## config.mk

```make
export PLATFORM = sky130hd
export DESIGN_NAME = alu_seq_unit
export DESIGN_NICKNAME = d
export VERILOG_FILES = /design/src/rtl/alu_seq_pkg.sv /design/src/rtl/alu_seq_decode.sv /design/src/rtl/alu_seq_unit.sv
export SDC_FILE = /design/constraint.sdc
export NUM_CORES = 1
export LEC_CHECK = 0
export CAP_MARGIN = 5
export CELL_PAD_IN_SITES_DETAIL_PLACEMENT = 2
export CELL_PAD_IN_SITES_GLOBAL_PLACEMENT = 2
export CORE_ASPECT_RATIO = 0.75
export CORE_MARGIN = 1.5
export CORE_UTILIZATION = 34
export DETAILED_ROUTE_END_ITERATION = 8
export MAX_ROUTING_LAYER = met4
export PLACE_DENSITY = 0.93
export SETUP_SLACK_MARGIN = 0.2
export SLEW_MARGIN = 15
export SYNTH_ARGS = -nofsm -noshare
export SYNTH_HDL_FRONTEND = slang
export SYNTH_SLANG_ARGS = --single-unit
```

## constraint.sdc

```tcl
create_clock -name clk -period 5.4 [get_ports clk]
set_input_delay 1.08 -clock clk [delete_from_list [all_inputs] [get_ports clk]]
set_output_delay 1.08 -clock clk [all_outputs]
set_load 0.02 [all_outputs]
```

## src/rtl/alu_seq_pkg.sv

```systemverilog
// alu_seq_pkg: op/state enums and decode constants for alu_seq_unit.
// The multiplier is compiled in only when ALU_SEQ_MUL_EN is defined.
package alu_seq_pkg;

  typedef enum logic [2:0] {
    OP_ADD,
    OP_SUB,
    OP_AND,
    OP_OR,
    OP_SLT,
    OP_MUL,
    OP_ILL
  } op_t;

  typedef enum logic [1:0] {
    IDLE,
    EXEC,
    DONE
  } state_t;

  localparam logic [1:0] ALUOP_ADD   = 2'b00;
  localparam logic [1:0] ALUOP_SUB   = 2'b01;
  localparam logic [1:0] ALUOP_RTYPE = 2'b10;
  localparam logic [1:0] ALUOP_ILL   = 2'b11;

  localparam logic [5:0] F_ADD = 6'b100000;
  localparam logic [5:0] F_SUB = 6'b100010;
  localparam logic [5:0] F_AND = 6'b100100;
  localparam logic [5:0] F_OR  = 6'b100101;
  localparam logic [5:0] F_SLT = 6'b101010;
  localparam logic [5:0] F_MUL = 6'b011000;

endpackage

```

## src/rtl/alu_seq_decode.sv

```systemverilog
// alu_seq_decode: aluop/funct to op enum, purely combinational.
// funct 011000 maps to MUL only when ALU_SEQ_MUL_EN is defined.
module alu_seq_decode
  import alu_seq_pkg::*;
(
  input  logic [1:0] aluop,
  input  logic [5:0] funct,
  output op_t        op
);

`ifdef ALU_SEQ_MUL_EN
  localparam op_t MUL_OP = OP_MUL;
`else
  localparam op_t MUL_OP = OP_ILL;
`endif

  op_t rop;

  always_comb begin
    rop = OP_ILL;
    unique case (1'b1)
      (funct == F_ADD): rop = OP_ADD;
      (funct == F_SUB): rop = OP_SUB;
      (funct == F_AND): rop = OP_AND;
      (funct == F_OR):  rop = OP_OR;
      (funct == F_SLT): rop = OP_SLT;
      (funct == F_MUL): rop = MUL_OP;
      default:          rop = OP_ILL;
    endcase
  end

  always_comb begin
    op = OP_ILL;
    unique case (aluop)
      ALUOP_ADD:   op = OP_ADD;
      ALUOP_SUB:   op = OP_SUB;
      ALUOP_RTYPE: op = rop;
      ALUOP_ILL:   op = OP_ILL;
    endcase
  end

endmodule

```

## src/rtl/alu_seq_unit.sv

```systemverilog
// alu_seq_unit: handshaked ALU with IDLE/EXEC/DONE control.
// ALU_SEQ_MUL_EN adds a WIDTH-cycle shift-add multiplier.
module alu_seq_unit
  import alu_seq_pkg::*;
#(
  parameter int WIDTH = 32
) (
  input  logic             clk,
  input  logic             rst_n,
  input  logic             in_valid,
  output logic             in_ready,
  input  logic [1:0]       aluop,
  input  logic [5:0]       funct,
  input  logic [WIDTH-1:0] a,
  input  logic [WIDTH-1:0] b,
  output logic             out_valid,
  input  logic             out_ready,
  output logic [WIDTH-1:0] result,
  output logic             zero,
  output logic             illegal
);

  state_t           state;
  op_t              op;
  logic [WIDTH-1:0] alu_res;

`ifdef ALU_SEQ_MUL_EN
  localparam int CW = $clog2(WIDTH + 1);
  logic [WIDTH-1:0] acc;
  logic [WIDTH-1:0] mcand;
  logic [WIDTH-1:0] mplier;
  logic [CW-1:0]    cnt;
`endif

  alu_seq_decode u_dec (
    .aluop(aluop),
    .funct(funct),
    .op   (op)
  );

  assign in_ready  = (state == IDLE);
  assign out_valid = (state == DONE);

  always_comb begin
    alu_res = '0;
    unique case (op)
      OP_ADD:  alu_res = a + b;
      OP_SUB:  alu_res = a - b;
      OP_AND:  alu_res = a & b;
      OP_OR:   alu_res = a | b;
      OP_SLT:  alu_res = {{(WIDTH-1){1'b0}},
                          $signed(a) < $signed(b)};
      default: alu_res = '0;
    endcase
  end

  always_ff @(posedge clk or negedge rst_n) begin
    if (!rst_n) begin
      state   <= IDLE;
      result  <= '0;
      zero    <= 1'b0;
      illegal <= 1'b0;
`ifdef ALU_SEQ_MUL_EN
      acc     <= '0;
      mcand   <= '0;
      mplier  <= '0;
      cnt     <= '0;
`endif
    end else begin
      unique case (state)
        IDLE: begin
          if (in_valid) begin
`ifdef ALU_SEQ_MUL_EN
            if (op == OP_MUL) begin
              acc    <= '0;
              mcand  <= a;
              mplier <= b;
              cnt    <= '0;
              state  <= EXEC;
            end else
`endif
            begin
              result  <= alu_res;
              zero    <= (alu_res == '0);
              illegal <= (op == OP_ILL);
              state   <= DONE;
            end
          end
        end
`ifdef ALU_SEQ_MUL_EN
        EXEC: begin
          // one extra cycle at cnt == WIDTH publishes the product
          if (cnt == CW'(WIDTH)) begin
            result  <= acc;
            zero    <= (acc == '0);
            illegal <= 1'b0;
            state   <= DONE;
          end else begin
            if (mplier[0]) acc <= acc + mcand;
            mcand  <= mcand << 1;
            mplier <= mplier >> 1;
            cnt    <= cnt + 1'b1;
          end
        end
`endif
        DONE: begin
          if (out_ready) state <= IDLE;
        end
        default: state <= IDLE;
      endcase
    end
  end

endmodule

```

Yosys cells after proc, flatten, opt, wreduce, memory -nomap -nowiden:

Index checks and enable logic that the tools add are counted.

* equal/unequal tests: 16
* magnitude comparators: 1
* reduce and logical (&&, ||, !) cells: 6
* muxes and demuxes: 6
* $add $sub $neg: 2
* bitwise gates (word level): 2

Operators with widths (number)
* $pmux 32 s5: 1
* $add 32x32->32: 1
* $and 32x32->32: 1
* $logic_not 32->1: 1
* $lt 32x32->1: 1
* $or 32x32->32: 1
* $sub 32x32->32: 1
* $eq 6x6->1 const B: 5
* $pmux 3 s5: 1
* $pmux 3 s4: 1
* $eq 2x2->1 const B: 3
* $eq 3x2->1 const B: 2
* $eq 3x3->1 const B: 2
* $logic_not 2->1: 2
* $mux 2: 2
* $pmux 2 s2: 1
* $reduce_and 2->1: 2
* $eq 3x1->1 const B: 1
* $logic_not 3->1: 1
* $eq 2x1->1 const B: 1
* $ne 2x1->1 const B: 1
* $ne 2x2->1 const B: 1

* register bits: 36
* logic and storage cells: 37

Logic depth before layout (Yosys ltp):

Gate-level depths: netlist (run 1).

* depth after elaboration: 6
* mapped depth: 15
* depth with buffers taken out: 14

Modules after synthesis:

Synthesis (run 1) repeated with hierarchy kept, for this count alone.

* cell total of the unflattened synthesis: 974
* area, all modules: 6972.9 um^2

Modules (own cells, without submodules)
* alu_seq_unit: instances 1, area each 6881.6 um^2, cells each 962
* alu_seq_decode: instances 1, area each 91.3 um^2, cells each 12

Worst setup path after synthesis (run 1):

No wires, ideal clock.

* kind: input -> register
* start: input a[0]
* end: register zero
* arrival: 3857 ps
* path buffers: 0
* data required time: 5297 ps
* setup slack: 1440 ps
* setup time: 103 ps
* stages: 14
* cell sequence: inv_1 ha_1 fa_1 nor2_2 o311ai_2 a31oi_2 a31oi_1 a2111oi_0 a21oi_1 nor4_1 nand4_1 nor4_1 nand2_1 o41ai_2

* cells in the longest elaborated chain, start to end: 3

RTL lines
* start, declared: RTL line alu_seq_unit.sv:14 `input logic [WIDTH-1:0] a,`
* $sub 32x32->32 (tied with other cells): RTL line alu_seq_unit.sv:48 `OP_SUB: alu_res = a - b;`
* $pmux 32 s5 *: RTL line alu_seq_unit.sv:46 `unique case (op)`
* $logic_not 32->1 *: RTL line alu_seq_unit.sv:84 `zero <= (alu_res == '0);`
* end signal, assigned: RTL line alu_seq_unit.sv:84
* end, declared: RTL line alu_seq_unit.sv:19 `output logic zero,`

Mark *: on every way between the ends. The rest lies on a longest branch, timed or not.
A chain may end at the register's enable or synchronous reset.

Worst setup path in the final report (run 1):

* start: input a[4]
* end: register zero

Same word-level chain as after synthesis.

==> results of run 1 <==
==> Yosys cell counts (7+ instances only) <==
cell	number
and3_1	9
nand4_1	8
a211oi_1	19
clkbuf_1	32
nand2b_1	10
nand2_1	98
nor4_1	15
buf_2	17
ha_1	103
nor2b_1	8
a31oi_1	11
inv_1	103
nor2_1	84
o31ai_1	17
mux2_2	8
or3_1	8
a221o_1	9
o21ai_0	59
nand3_1	11
dfrtp_1	35
a21oi_1	70
xnor2_1	7
nor3_1	20
o211ai_1	14
mux2i_1	18
o221ai_1	9
o21bai_1	12
a21o_1	10
==> state kept, by name, indices dropped and copies added (netlist names) <==
name,count
state,1
zero,1
illegal,1
result,32
==> cell usage in the layout, fill, tap and decap left out, drive strengths merged, types with 10 or more instances in the layout <==
cell type,n
a21o,11
o31ai,17
nand3,11
nor4,18
nand2b,10
a211oi,20
a21oi,71
a31oi,12
nand2,98
nor3,21
o21bai,12
buf,37
o211ai,14
dfrtp,35
ha,103
nor2,85
o21ai,60
inv,105
clkdlybuf4s50,109
mux2i,18
==> layer usage <==
| metal | vias to the layer above | track usage |
|---|---|---|
| li1 | 3594 | - |
| met1 | 4173 | 0.419 |
| met2 | 506 | 0.502 |
| met3 | 120 | 0.0559 |
| met4 | 0 | 0.102 |
| met5 | - | - |
==> per-stage QoR <==
stage / utilization / power, mW
6_report: 0.437 / 1.90
4_1_cts: 0.431 / 1.80
3_5_place_dp: 0.422 / 1.42
5_1_grt: 0.437 / 1.96
2_1_floorplan: - / 0.948
3_3_place_gp: 0.422 / 1.36
==> layout make-up <==
type	instances	area, um2
Fill cell	2194	11000
Multi-Input combinational cell	748	5430
Timing Repair Buffer	146	1360
Sequential cell	35	876
Inverter	104	390
Tap cell	253	317
Clock buffer	5	125
Clock inverter	3	47.5
==> critical path: cells and delay by family <==
family | cells | cell delay, ps
AOI/OAI and AO/OA | 5 | 1740
adders and majority gates | 1 | 510
buffers and inverters | 3 | 830
and+or+nand+nor | 5 | 1290
==> power groups by stage <==
stage	clock network, mW	logic, mW	registers (mW)
2_1_floorplan	0	0.504	0.444
3_3_place_gp	0	0.979	0.377
3_5_place_dp	0	1.04	0.385
4_1_cts	0.360	1.06	0.385
5_1_grt	0.375	1.19	0.392
6_report	0.374	1.14	0.390
==> logic make-up (layout without fill, tap and decap cells) <==
group,Yosys count,after routing,synth area share
compound gates,305,305,0.314
xor+xnor,9,9,0.0115
fa+ha+maj,105,105,0.194
buf+inv,163,258,0.0978
flops,35,35,0.128
mux,26,26,0.0394
simple gates,303,303,0.216
==> timing repair <==
action,in CTS,in global routing
gates resized for setup,0,19
buffers inserted,0,3
endpoints found under the setup margin,0,3
==> worst max path at each step <==
stage	startpoint	depth (start not counted)	slack, ps	end
floorplan	a[0]	14	1440	zero
global placement	a[0]	15	270	zero
detailed placement	a[5]	14	140	result[30]
CTS	a[5]	14	300	result[30]
global route	a[4]	14	-120	zero
finish	a[4]	14	110	zero
==> results.txt, run 1 <==
* Post-route fraction of the period consumed by the critical path: 0.981
- In this run the power spent charging and discharging nets is 0.928 mW.
- Fmax: 0.189 GHz
* Sequential fraction of the synthesis area: 0.128
- In the final layout, the share of cells above drive strength 1 is 0.0884.
- TritonCTS built the clock tree.
- STA classifies the critical path endpoint as a register.
- Outcome: finished, final reports clean
- ANT cells: 0
- For this run, the leading register cell type out of synthesis is dfrtp_1.
- The internal power of the cells totals 0.972 mW.
- Hold path startpoint: illegal
- The core region is 19500 um2.
- The number of global-route vias before repair came to about 8.6k.
* Max layer used: met4
* Endpoint of the most critical register-to-register path: zero
- In this run, the number of DRC markers left after iteration 0 of detailed routing was 993.
* Post-synthesis net count: 1127
- The floorplan step set the die width to 167 um.
- The final layout contains 1221 nets.
- The worst register-to-register path has a setup slack of 2710 ps.
- Area share of the largest cell type after synthesis: 0.188
- Pre-CTS worst setup slack: roughly 140 ps
- Slowest cell on crit path: clkdlybuf4s50_1
- The worst hold path terminates at illegal.
- Across the run, the number of max-cap violations was 0.
- Setup violations remaining at the end of the flow were counted as 0.
- The wire-length estimate of the detail-placed layout is 25.7 mm.
- The count of pins over their slew limit was 0.
- Initial DRT Pass Iterations: 5
* Final Hold Viols: 0
- Quantity of hold-fixing buffers added after cts: 0
* Sequential share of power: 0.205
- For this run, design rule violations remaining after detail routing come to 0.
- Hold timing on the final database bottoms out at a slack of 490 ps.
- Leading cell types by total area after synthesis: ha_1 19%, dfrtp_1 13%, inv_1 5.6%
- Combinational fraction of design power: 0.598
- Post-route minimum period: approximately 5300 ps
* Arrival time at the worst endpoint: 5470 ps
- In this run, CTS created clock tree buffers numbering 5.
- Last weighted congestion value of the routability-driven placer: 0.928
- Antenna Nets Post-Route: 0
- Clock transition at the registers of the reported paths: 80 ps
- Wire length on met2: 16.2 mm
- For the pin with the worst max-slew slack, the measured transition is between 900 and 1000 ps.
- Of all flip-flops after synthesis, the portion carrying an async set or reset was 1.00.
- In this design, the stage delay of the slowest critical-path cell is 560 ps.
- Once placement completed, the tool counted placed cells totaling 1283.
- Post-place instance area: 8250 um2
- Fraction of power spent switching nets: 0.489
- The first global-routing pass estimated between 50 and 60 mm of wire.
* Overall die height: 126 um
- Kind of critical path: input port to register
- Cells on Worst Hold Path: 2
- Counting cells, the worst reg-to-reg path comes to 9.
- Final WL: 36.1 mm
- No sink is reached through more buffers than the 2 on the longest clock path.
- Gate count of the mapped netlist: between 900 and 1k
- In this run the power density over the cells is 222 nW/um2.
* I/O pin cnt: roughly 110
- STA classifies the critical path startpoint as an input port.
* Area Overhead vs Synth: 24.6%
- Data on the critical path is required at its endpoint by 5580 ps.
- Synth warnings: 0
* Reg2Reg Launch Point: state[1]
* Die footprint: 21000 um2
* Post-route clock skew: 17.5 ps
- Starting Density: 0.351
* Number of levels in the clock H-tree: 2
- After detailed routing, the average wire length per cell comes to around 28 um.
- Worst slew margin relative to its limit: 0.342
- Across all setup checks in the final design, the least slack found is 105 ps.
* Total grt overflow: 0
- The min-delay analysis places its worst path in the category register to register.
* Area of all placed cells without fillers: around 8500 um2
* Most prevalent standard cell on the critical path: inv_1
- In this run, distinct cell masters in the synthesized netlist total 88.
- Fraction of power consumed by the clock network: 0.197
- Adding up every negative setup slack in the final design gives 0 ps.
- In the global route stage, overall resource usage came out at 0.321.
* Top fanout value on the critical path: 8
- In this run the cell area of the synthesized design comes to 6860 um2.
- For this block, wires on met1 add up to approximately 16 mm.
- Leak Pwr: 3.78 nW
- After synthesis the netlist holds a flip-flop and latch count of 35.
- Per-instance average area after synthesis: 7.25 um2
* Clock sink count: 35
- Amount of wire on met3 after detailed routing: between 3 and 4 mm
* Clock network latency to the later pin of the worst-skew pair: 310 ps
- IO buf count: 111
* Maximum number of pins on one net before global-route repair: 47
- The initialized floorplan defines between 40 and 50 standard-cell rows.
- The tree is rooted in a clkbuf_16.
* Via density per instance: around 6.5
- Number of non-filler instances in the completed layout: 1294
* Area leader, netlist: ha_1
- The detailed router placed 8393 vias in this run.
* Number of enable flip-flop cells after synthesis: 0
- Traced cell by cell, the critical path runs through clkdlybuf4s50_1 -> inv_1 -> ha_1 -> inv_1 -> a21oi_1 -> a31oi_1 -> and4_1 -> nor4_4 -> o221ai_1 -> a221oi_1 -> nor2_1 -> nor4_1 -> nand2_1 -> o41ai_2.
- The initial antenna violation count is 0.
- Across the VDD grid, the largest voltage drop is 138 uV.
Note: power is estimated with default switching activity, not from simulation.
==> run 2: changes to the inputs <==
--- a/config.mk
+++ b/config.mk
@@ -10,10 +10,11 @@
 export CELL_PAD_IN_SITES_GLOBAL_PLACEMENT = 2
 export CORE_ASPECT_RATIO = 0.75
 export CORE_MARGIN = 1.5
-export CORE_UTILIZATION = 34
+export CORE_UTILIZATION = 30
 export DETAILED_ROUTE_END_ITERATION = 8
 export MAX_ROUTING_LAYER = met4
-export PLACE_DENSITY = 0.93
+export PLACE_DENSITY = 0.83
+export REMOVE_ABC_BUFFERS = 1
 export SETUP_SLACK_MARGIN = 0.2
 export SLEW_MARGIN = 15
 export SYNTH_ARGS = -nofsm -noshare
==> run 2 against run 1 <==
  * First-iteration DRC count decreased by 33%
  * Clock-buffer cell count is 1 higher
  * Global-route usage down 5.3 points
  * Clock skew is 13 ps lower
  * Worst hold slack lost 11 ps
  * Clock power shrank 3%
  * Final area is 0.47% lower
  * Final cell count rose by 3.2%
  * Power fell by 6.1%
  * Setup slack improved by 170 ps
  * Register-to-register slack better by 140 ps
  * Largest power group unchanged
==> results.txt, run 2 (synthesized netlist as in run 1, its figures left out) <==
- Final WL: about 30 mm
- After detailed routing, the number of vias per cell comes to 5.86.
- The initial antenna violation count is 0.
- Walking the worst path, the cells encountered are clkdlybuf4s50_1 -> ha_1 -> inv_1 -> fa_1 -> nand2b_1 -> a211oi_4 -> nor2_1 -> a221o_1 -> a21oi_1 -> nand4_1 -> nor4_1 -> nand4_1 -> nor4_1 -> nand2_1 -> o41ai_2.
- Element type at the critical path end: register
- The die covers 23800 um2.
* Arrival time at the worst endpoint: 5320 ps
* VDD IR-drop max: 119 uV
* Clock transition at the registers of the reported paths: 60 ps
- Of the cells placed in the final design, the portion with a size suffix greater than 1 is 0.0768.
- Worst-margin pin slew: 912 ps
* Number of buffers created by CTS: 5
- The worst path meets setup with about 270 ps of slack.
* Hpwl dp: 24.7 mm
- Once detail routing completed, the nets flagged for antenna violations numbered 0.
* Starting Density: 0.309
* Count of unresolved DRC violations after routing: 0
- Total grt overflow: 0
- ANT cells: 0
- In this run the deepest clock path goes through 2 buffers.
- The H-tree was split into 2 levels.
- Leak Pwr: 3.77 nW
* Largest register FFs: 32
- In this run the cell area measured after placement is 8310 um2.
- Data required time of the critical path: 5590 ps
- Largest stage delay, worst path: 520 ps
- Dividing the detail-routed wire length by the instance count gives 23.0 um.
- STA classifies the critical path startpoint as an input port.
- After routing the design area is about 8500 um2.
* Post-route fraction of the period consumed by the critical path: 0.950
- Vias in the first global route: ~8.2k
* First-pass GRT wire length: approximately 48 mm
- Initial DRT Pass Iterations: 5
- The flow ran to the end, and the final reports show no timing, DRC or antenna violations.
- For this design the top-level I/O count stands at approximately 110.
- Fin. max-slew vios: 0
- Routed vias: 7824
* Maximum number of pins on one net before global-route repair: 47
* Max-cap violations: 0
* Setup repair after global routing missed its margin: false
- Prior to clock tree synthesis, the placed netlist has a worst setup slack of -12.9 ps.
- Worst slew margin relative to its limit: 0.392
- For this design the total switching power over the nets is 0.810 mW.
- At the end of routability-driven placement, the weighted congestion stood at about 0.93.
* Sequential share of power: 0.211
* Fraction of power consumed by the clock network: 0.203
* Standard cell core area: 22200 um2
- Power per Cell Area: 210 nW/um2
- Critical path buffers and inverters: 2
- Final hold analysis gives a worst-case slack of 479 ps.
- Clock latency on the worst-skew pair, taken at its later pin, is ~300 ps.
* Overall die height: 134 um
- Fraction of power spent switching nets: 0.454
* Post-route clock skew: 4.17 ps
- The area growth from synthesis to layout is 24.0%.
- IO buf count: 111
- Across every metal layer, demand over resource in global routing totals 0.267.
* Kind of critical path: input port to register
* Largest register by flop count: result
- Of all nets on the critical path, the largest fanout is 4.
- The tightest min-delay check is of the register to register type.
- Number of placement rows: 47
- Counting the fill cells in the layout gives 2596.
- CTS placed an instance of clkbuf_16 at the clock tree root.
* Number of nets in the finished design: 1221
- The clock drives 35 sinks.
* CTS tree: done
- Iteration-0 DRC Markers: 670
- Die Wd: 178 um
- Combinational fraction of design power: 0.586
- The final number of hold-violating endpoints is 0.
- Setup violations remaining at the end of the flow were counted as 0.
* Fmax: 0.195 GHz
* Post-route minimum period: 5130 ps
- Family of cells with the greatest summed delay on the critical path: simple AND/OR/NAND/NOR gates
- Internal power comes to 0.974 mW.
- Leaving out fill and tap cells, the most frequent cell in the layout is clkdlybuf4s50_1.
- In the layout the commonest cells are 109 x clkdlybuf4s50_1, 103 x inv_1, 102 x ha_1.
- Slowest cell on crit path: clkdlybuf4s50_1
* End-of-flow core utilization: 0.383
==> run 2: cell count changes in the layout (fill, tap and decap cells not counted), moves of 2 or more <==
cell,before,now
nor4_1,11,15
a21oi_1,67,70
a21oi_2,4,1
ha_1,100,102
ha_2,3,1
nor4_2,3,1
nor4_4,4,2
==> run 2: path summary, 6_finish.rpt <==
path / cells past startpoint / from / slack (ps) / end
setup / recovery: 15 / b[0] / 270 / zero
hold reg to reg: 2 / result[5] / 480 / result[5]
hold / removal: 2 / result[5] / 480 / result[5]
max in group asynchronous: 1 / rst_n / 3910 / result[16]
setup reg to reg: 9 / state[1] / 2850 / zero
min in group asynchronous: 1 / rst_n / 910 / result[5]
==> run 2: layout make-up <==
cell class              count  area (um2)  share of cell area
multi-input cells         748        5330               0.627
flip-flops and latches     35         876               0.103
well taps                 294         368              0.0432
clock inverters             2        35.0             0.00412
repair buffers            146        1360               0.160
clock buffers               6         139              0.0163
inverters                 104         390              0.0459
==> run 2: metal layers <==
metal	part of all wire	up-vias	GRT usage	wire length [um]
li1	-	3583	-	-
met1	0.49	3939	0.375	15000
met5	0	-	-	0
met4	0.013	0	0.0500	400
met2	0.44	271	0.413	13400
met3	0.060	31	0.0337	1850
==> run 2: worst register-to-register path: cells and delay by family, from the launching register on <==
| family | cells | cell delay (ps) |
|---|---|---|
| DFF | 1 | 390 |
| buffers and inverters | 1 | 100 |
| and+or+nand+nor | 5 | 1330 |
| AOI/OAI and AO/OA | 3 | 630 |
==> run 2: through the flow <==
step / instances / TNS (ps) / power, mW
after floorplan: 887 / 0 / 0.924
after global placement: 1326 / 0 / 1.36
after detailed placement: 1326 / -12.9 / 1.40
after CTS: 1334 / 0 / 1.77
after global routing: 1335 / 0 / 1.88
final: 1335 / 0 / 1.78
==> run 2: timing repair <==
item / CTS / global route
endpoints found under the setup margin: 0 / 2
buffers inserted: 0 / 1
hold buffers: 0 / 0
hold endpoints to repair: 0 / 0
gates resized for setup: 0 / 3
==> run 2: power by group through the flow <==
stage,clock network [mW],logic [mW],registers (mW)
3_3_place_gp,0,0.985,0.376
2_1_floorplan,0,0.480,0.444
5_1_grt,0.373,1.12,0.383
3_5_place_dp,0,1.02,0.380
6_report,0.362,1.04,0.377
4_1_cts,0.367,1.03,0.376
